===== config.mk =====
export PLATFORM = sky130hd
export DESIGN_NAME = voice_scheduler
export DESIGN_NICKNAME = d
export VERILOG_FILES = /design/src/rtl/voice_scheduler.sv
export SDC_FILE = /design/constraint.sdc
export NUM_CORES = 1
export LEC_CHECK = 0
export CELL_PAD_IN_SITES_DETAIL_PLACEMENT = 1
export CELL_PAD_IN_SITES_GLOBAL_PLACEMENT = 2
export CORE_ASPECT_RATIO = 0.6
export CORE_UTILIZATION = 36
export CTS_CLUSTER_SIZE = 20
export DETAILED_ROUTE_END_ITERATION = 6
export HOLD_SLACK_MARGIN = 0.03
export PLACE_DENSITY_LB_ADDON = 0.3
export SYNTH_ARGS = -nofsm -noshare
export SYNTH_HDL_FRONTEND = slang
export SYNTH_SLANG_ARGS = --single-unit

===== constraint.sdc =====
create_clock -name clk -period 3.37 [get_ports clk]
set_input_delay 0.337 -clock clk [delete_from_list [all_inputs] [get_ports clk]]
set_output_delay 0.337 -clock clk [all_outputs]
set_load 0.05 [all_outputs]

===== src/rtl/voice_scheduler.sv =====
// -----------------------------------------------------------------------------
// voice_scheduler
// Runs NUM_VOICES canon voices from one shared note ROM. The ROM port is
// time-multiplexed round-robin: each cycle one voice's note index goes out on
// rom_addr, and the registered ROM answers one cycle later. Each voice keeps
// its own copy of {duration, divider} and steps through the song on tempo
// ticks. Voice i starts STAGGER*i ticks after voice 0.
//
// Ports:
//   clk          project clock
//   rst_n        asynchronous active-low reset
//   start        pulse: (re)start all voices from note index 0
//   stop         pulse: all voices to IDLE (wins over start)
//   loop_en      1 = wrap to index 0 after loop_end, 0 = finish after loop_end
//   tempo_div    tick period minus 1, in clk cycles
//   loop_end     last note index
//   rom_addr     shared ROM address (note index of the voice in the current slot)
//   rom_data     {dur[1:0], divider}, valid one cycle after rom_addr
//   divider_o    voice i in bits [i*DIV_W +: DIV_W]; 0 = silent
//   note_strobe  1-cycle pulse per voice on PLAY entry or note index change
//   busy         any voice waiting or playing
// -----------------------------------------------------------------------------
module voice_scheduler #(
    parameter int NUM_VOICES = 3,
    parameter int IDX_W      = 9,
    parameter int DIV_W      = 11,
    parameter int STAGGER    = 8
) (
    input  logic                        clk,
    input  logic                        rst_n,
    input  logic                        start,
    input  logic                        stop,
    input  logic                        loop_en,
    input  logic [15:0]                 tempo_div,
    input  logic [IDX_W-1:0]            loop_end,
    output logic [IDX_W-1:0]            rom_addr,
    input  logic [DIV_W+1:0]            rom_data,
    output logic [NUM_VOICES*DIV_W-1:0] divider_o,
    output logic [NUM_VOICES-1:0]       note_strobe,
    output logic                        busy
);

    localparam int SLOT_W   = (NUM_VOICES > 1) ? $clog2(NUM_VOICES) : 1;
    localparam int WCNT_MAX = STAGGER * (NUM_VOICES - 1);
    localparam int WCNT_W   = (WCNT_MAX > 1) ? $clog2(WCNT_MAX + 1) : 1;

    typedef enum logic [1:0] {
        ST_IDLE,
        ST_WAIT,
        ST_PLAY,
        ST_DONE
    } voice_state_t;

    logic [15:0]                 tcnt_reg;
    logic [SLOT_W-1:0]           slot_reg;
    logic [SLOT_W-1:0]           slot_d_reg;
    logic                        tick;
    logic [NUM_VOICES-1:0]       active;
    logic [NUM_VOICES*IDX_W-1:0] note_idx_flat;

    assign busy = |active;
    // >= rather than == so a tempo_div lowered mid-count still wraps cleanly.
    assign tick = busy && (tcnt_reg >= tempo_div);

    // Tempo counter: held at 0 while idle so every start begins a full period.
    always_ff @(posedge clk or negedge rst_n) begin
        if (!rst_n) begin
            tcnt_reg <= '0;
        end else if (!busy || tick) begin
            tcnt_reg <= '0;
        end else begin
            tcnt_reg <= tcnt_reg + 16'd1;
        end
    end

    // Free-running ROM slot; slot_d_reg names the voice whose data is on
    // rom_data this cycle.
    always_ff @(posedge clk or negedge rst_n) begin
        if (!rst_n) begin
            slot_reg   <= '0;
            slot_d_reg <= '0;
        end else begin
            slot_d_reg <= slot_reg;
            if (slot_reg == SLOT_W'(NUM_VOICES - 1)) begin
                slot_reg <= '0;
            end else begin
                slot_reg <= slot_reg + 1'b1;
            end
        end
    end

    // Address mux driven straight from registers, so the registered ROM
    // returns the data exactly when slot_d_reg points at the same voice.
    always_comb begin
        rom_addr = '0;
        for (int v = 0; v < NUM_VOICES; v++) begin
            if (slot_reg == SLOT_W'(v)) begin
                rom_addr = note_idx_flat[v*IDX_W +: IDX_W];
            end
        end
    end

    generate
        for (genvar gi = 0; gi < NUM_VOICES; gi++) begin : g_voice
            localparam int WAIT_INIT = STAGGER * gi;

            voice_state_t      state_reg;
            logic [IDX_W-1:0]  note_idx_reg;
            logic [DIV_W-1:0]  div_q_reg;
            logic [1:0]        dur_q_reg;
            logic [1:0]        hold_reg;
            logic [1:0]        hold_last;
            logic [WCNT_W-1:0] wcnt_reg;
            logic              strobe_reg;

            // Last hold value of a note: 2^dur ticks long. dur=3 would need
            // eight ticks, which a 2-bit hold counter cannot reach, so it
            // saturates at four ticks instead of hanging the voice.
            always_comb begin
                case (dur_q_reg)
                    2'd0:    hold_last = 2'd0;
                    2'd1:    hold_last = 2'd1;
                    default: hold_last = 2'd3;
                endcase
            end

            always_ff @(posedge clk or negedge rst_n) begin
                if (!rst_n) begin
                    state_reg    <= ST_IDLE;
                    note_idx_reg <= '0;
                    div_q_reg    <= '0;
                    dur_q_reg    <= '0;
                    hold_reg     <= '0;
                    wcnt_reg     <= '0;
                    strobe_reg   <= 1'b0;
                end else begin
                    strobe_reg <= 1'b0;

                    // Refresh this voice's note data whenever its slot returns,
                    // regardless of state, so it is current on PLAY entry.
                    if (slot_d_reg == SLOT_W'(gi)) begin
                        div_q_reg <= rom_data[DIV_W-1:0];
                        dur_q_reg <= rom_data[DIV_W+1:DIV_W];
                    end

                    if (stop) begin
                        state_reg <= ST_IDLE;
                    end else if (start) begin
                        note_idx_reg <= '0;
                        hold_reg     <= '0;
                        if (WAIT_INIT == 0) begin
                            state_reg  <= ST_PLAY;
                            strobe_reg <= 1'b1;
                        end else begin
                            state_reg <= ST_WAIT;
                            wcnt_reg  <= WCNT_W'(WAIT_INIT);
                        end
                    end else if (tick) begin
                        case (state_reg)
                            ST_WAIT: begin
                                if (wcnt_reg == WCNT_W'(1)) begin
                                    state_reg  <= ST_PLAY;
                                    strobe_reg <= 1'b1;
                                end else begin
                                    wcnt_reg <= wcnt_reg - 1'b1;
                                end
                            end
                            ST_PLAY: begin
                                if (hold_reg == hold_last) begin
                                    hold_reg <= '0;
                                    if (note_idx_reg != loop_end) begin
                                        note_idx_reg <= note_idx_reg + 1'b1;
                                        strobe_reg   <= 1'b1;
                                    end else if (loop_en) begin
                                        note_idx_reg <= '0;
                                        strobe_reg   <= 1'b1;
                                    end else begin
                                        state_reg <= ST_DONE;
                                    end
                                end else begin
                                    hold_reg <= hold_reg + 1'b1;
                                end
                            end
                            default: ;
                        endcase
                    end
                end
            end

            assign note_idx_flat[gi*IDX_W +: IDX_W] = note_idx_reg;
            assign divider_o[gi*DIV_W +: DIV_W]     = (state_reg == ST_PLAY) ? div_q_reg : '0;
            assign note_strobe[gi]                  = strobe_reg;
            assign active[gi]                       = (state_reg == ST_WAIT) || (state_reg == ST_PLAY);
        end
    endgenerate

endmodule

==> impl_results.md <==
- Status: complete, no violations
- Diodes inserted: 0
- Top Layer Used: met5
- CTS Sinks: 116
- Fill cells: 2019
- Routed length on met3: 1100 µm
- RD Place Congestion: 0.839
- Final hold viol count: 0
- Flops & latches, synth: 116
- Path type of the worst min-delay path: input port to asynchronous set/reset pin
- Mean Syn Cell Area: 9.87 µm²
- Most frequent cells in the layout: 116 x dfrtp_1, 87 x clkdlybuf4s50_1, 47 x inv_1
- CTS tree: yes
- Worst r2r path cells: 9
- CTS buffer count: 17
- Die W: 181 µm
- CP Class: register to output port
- Mapped Area: 6960 µm²
- Core area: 18500 µm²
- CP max-delay cell: clkdlybuf4s50_1
- Fmax: 316 MHz
- Final instance area: 8800 µm²
- Dpl hpwl: 15700 µm
- Worst VDD drop: 0.354 mV
- Slew headroom: 45.4%
- YS warnings: 0
- Final ANT Viol Nets: 0
- Crit path launch: slot_reg[0]
- Post-synthesis simple-gate area fraction: 19.1%
- WL/cell: 20.3 µm
- Count of cell types in the netlist: 66
- # DRC: 0
- Total Power: 3.88 mW
- Setup Skew: 0.0148 ns
- Post-cts sizing count: 0
- Final setup viols: 0
- Worst-path maximum fanout: 13
- Commonest non-fill, non-tap cell in the layout: dfrtp_1
- Ys flop type: dfrtp_1
- CP arrival: 2.82 ns
- Capturing point of the worst reg2reg path: g_voice[0].note_idx_reg[8]
- Total Routing Usage GR: 23.2%
- Metal-1 WL: 10900 µm
- Clk Latency, worst-skew pair: 0.42 ns
- Multiplexer area fraction after synthesis: 8.32%
- Clock root buffer: clkbuf_16
- Adder-cell share of the synthesized area: 5.75%
- Slowest cell delay on critical path: 0.84 ns
- Via count: 5878
- Slew at the pin with the worst max-slew slack: 0.819 ns
- Number of flops mapped to enable cells by yosys: 0
- Vias in the first global route: 6325
- Area delta synth->final: 26.4%
- Placed inst area: 8210 µm²
- Min Clock Period, post-route: 3.16 ns
- Antenna violations before repair: 1
- Htree depth: 4
- I/O pins: 89
- Post-Syn Nets: 780
- Worst R2R Start: tcnt_reg[0]
- Post-CTS Setup Bufs: 0
- Compound-gate portion of the synthesized area: 14.3%
- Post-synthesis xor/xnor area fraction: 6.04%
- Crit path depth: 4
- Pleak: 3.96 nW
- Post-synth ARST share: 100%
- Drt pass-1 iters: 5
- Sequential fraction of the synthesis area: 41.7%
- Num rows: 38
- Largest register FFs: 33
- Port Buffers: 88
- Met2 Routed Length: 9390 µm
- Total grt overflow: 0
- Critical path startpoint category: register
- Power density over cell area: 441 nW/µm²
- CP required: 3.03 ns
- Syn Inst Count: 705
- Crit path max-delay family: buffers and inverters
- Largest family of logic cells by synthesized area: simple AND/OR/NAND/NOR gates
- Pin count of the biggest net entering global routing: 80
- Setup slack, reg-to-reg: 0.47 ns
- Critical-path cell list: nor2b_1, nand2_1, o21ai_0, clkdlybuf4s50_1
- Crit share post-route: 93.8%
- CTS clk-pin slew, worst paths: 0.06 ns
- Die height: 110 µm
- Clock buffer depth: 2
- Initial Util: 37.6%
- Final WL: 21500 µm
- Layout cells sized above 1: 13.7%
- Die area: 19900 µm²
- Slew Viols, Final: 0
- RSZ-0062 raised after global routing: no
- WP buf/inv: 1
- Setup TNS: 0 ns
- Via/cell ratio: 5.55
- Maximum capacitance violations: 0
- Setup crit end: rom_addr[1]
- CP endpoint kind: output port
- Initial DRC count: 399
- Final Net Count: 881
- First-pass GRT wire length: 35500 µm
area by class of cell:
class	count	area (µm²)	area share, %
Multi-Input combinational cell	509	3730	42.4
Clock inverter	14	154	1.75
Sequential cell	116	2900	33.0
Tap cell	240	300	3.41
Clock buffer	18	429	4.88
Inverter	48	180	2.05
Timing Repair Buffer	114	1100	12.5
metal layers:
metal  up-vias  global-route usage [%]
met1      2971                    33.7
met4         2                    4.78
met3        15                    5.66
li1       2756                       -
met2       134                    34.9
met5         -                       0
cells by family (layout without fill, tap and decap cells):
family | after synthesis | in the layout
and+or+nand+nor | 249 | 249
adders and majority gates | 32 | 32
AOI/OAI and AO/OA | 127 | 127
buffers and inverters | 80 | 194
muxes | 53 | 53
xor gates and xnor gates | 48 | 48
DFF | 116 | 116
power by group:
group / internal (mW) / total (mW) / switching, mW
Combinational: 0.225 / 0.539 / 0.313
Sequential: 1.46 / 1.54 / 0.0761
Clock: 1.10 / 1.80 / 0.705
Total: 2.78 / 3.88 / 1.09
how the worst min path moves through the flow:
stage / from / end / slack (ns) / cells past startpoint
floorplan: rst_n / g_voice[0].div_q_reg[0] / 0.04 / 0
global placement: rst_n / slot_reg[1] / 0.34 / 1
detailed placement: rst_n / slot_reg[0] / 0.35 / 1
CTS: rst_n / slot_reg[0] / 0.44 / 2
global route: rst_n / slot_reg[0] / 0.49 / 2
finish: rst_n / slot_reg[0] / 0.43 / 2
timing repair:
item | CTS | global route
hold endpoints to repair | 37 | 0
hold buffers | 1 | 0
endpoints found under the setup margin | 0 | 0
synth_stat cells, drive strengths merged, types with 23 or more instances:
cell type / n / share of area, %
dfrtp: 116 / 42
inv: 48 / 2.6
nand2: 45 / 2.4
and2: 39 / 3.5
mux2: 39 / 6.3
a31oi: 35 / 3.4
nand3: 35 / 2.5
nor2: 35 / 1.9
ha: 32 / 5.8
and3: 30 / 2.7
xnor2: 25 / 3.1
xor2: 23 / 2.9
stage by stage:
stage	hold WS, ns	utilization (%)	instances	setup WS, ns
2_1_floorplan	0.0414	-	705	0.939
3_3_place_gp	0.335	44.4	1026	0.289
3_5_place_dp	0.351	44.4	1026	0.271
4_1_cts	0.438	47.6	1059	0.207
5_1_grt	0.488	47.6	1059	0.0655
6_report	0.432	47.6	1059	0.208
No activity file was read; power rests on OpenSTA's default activity.
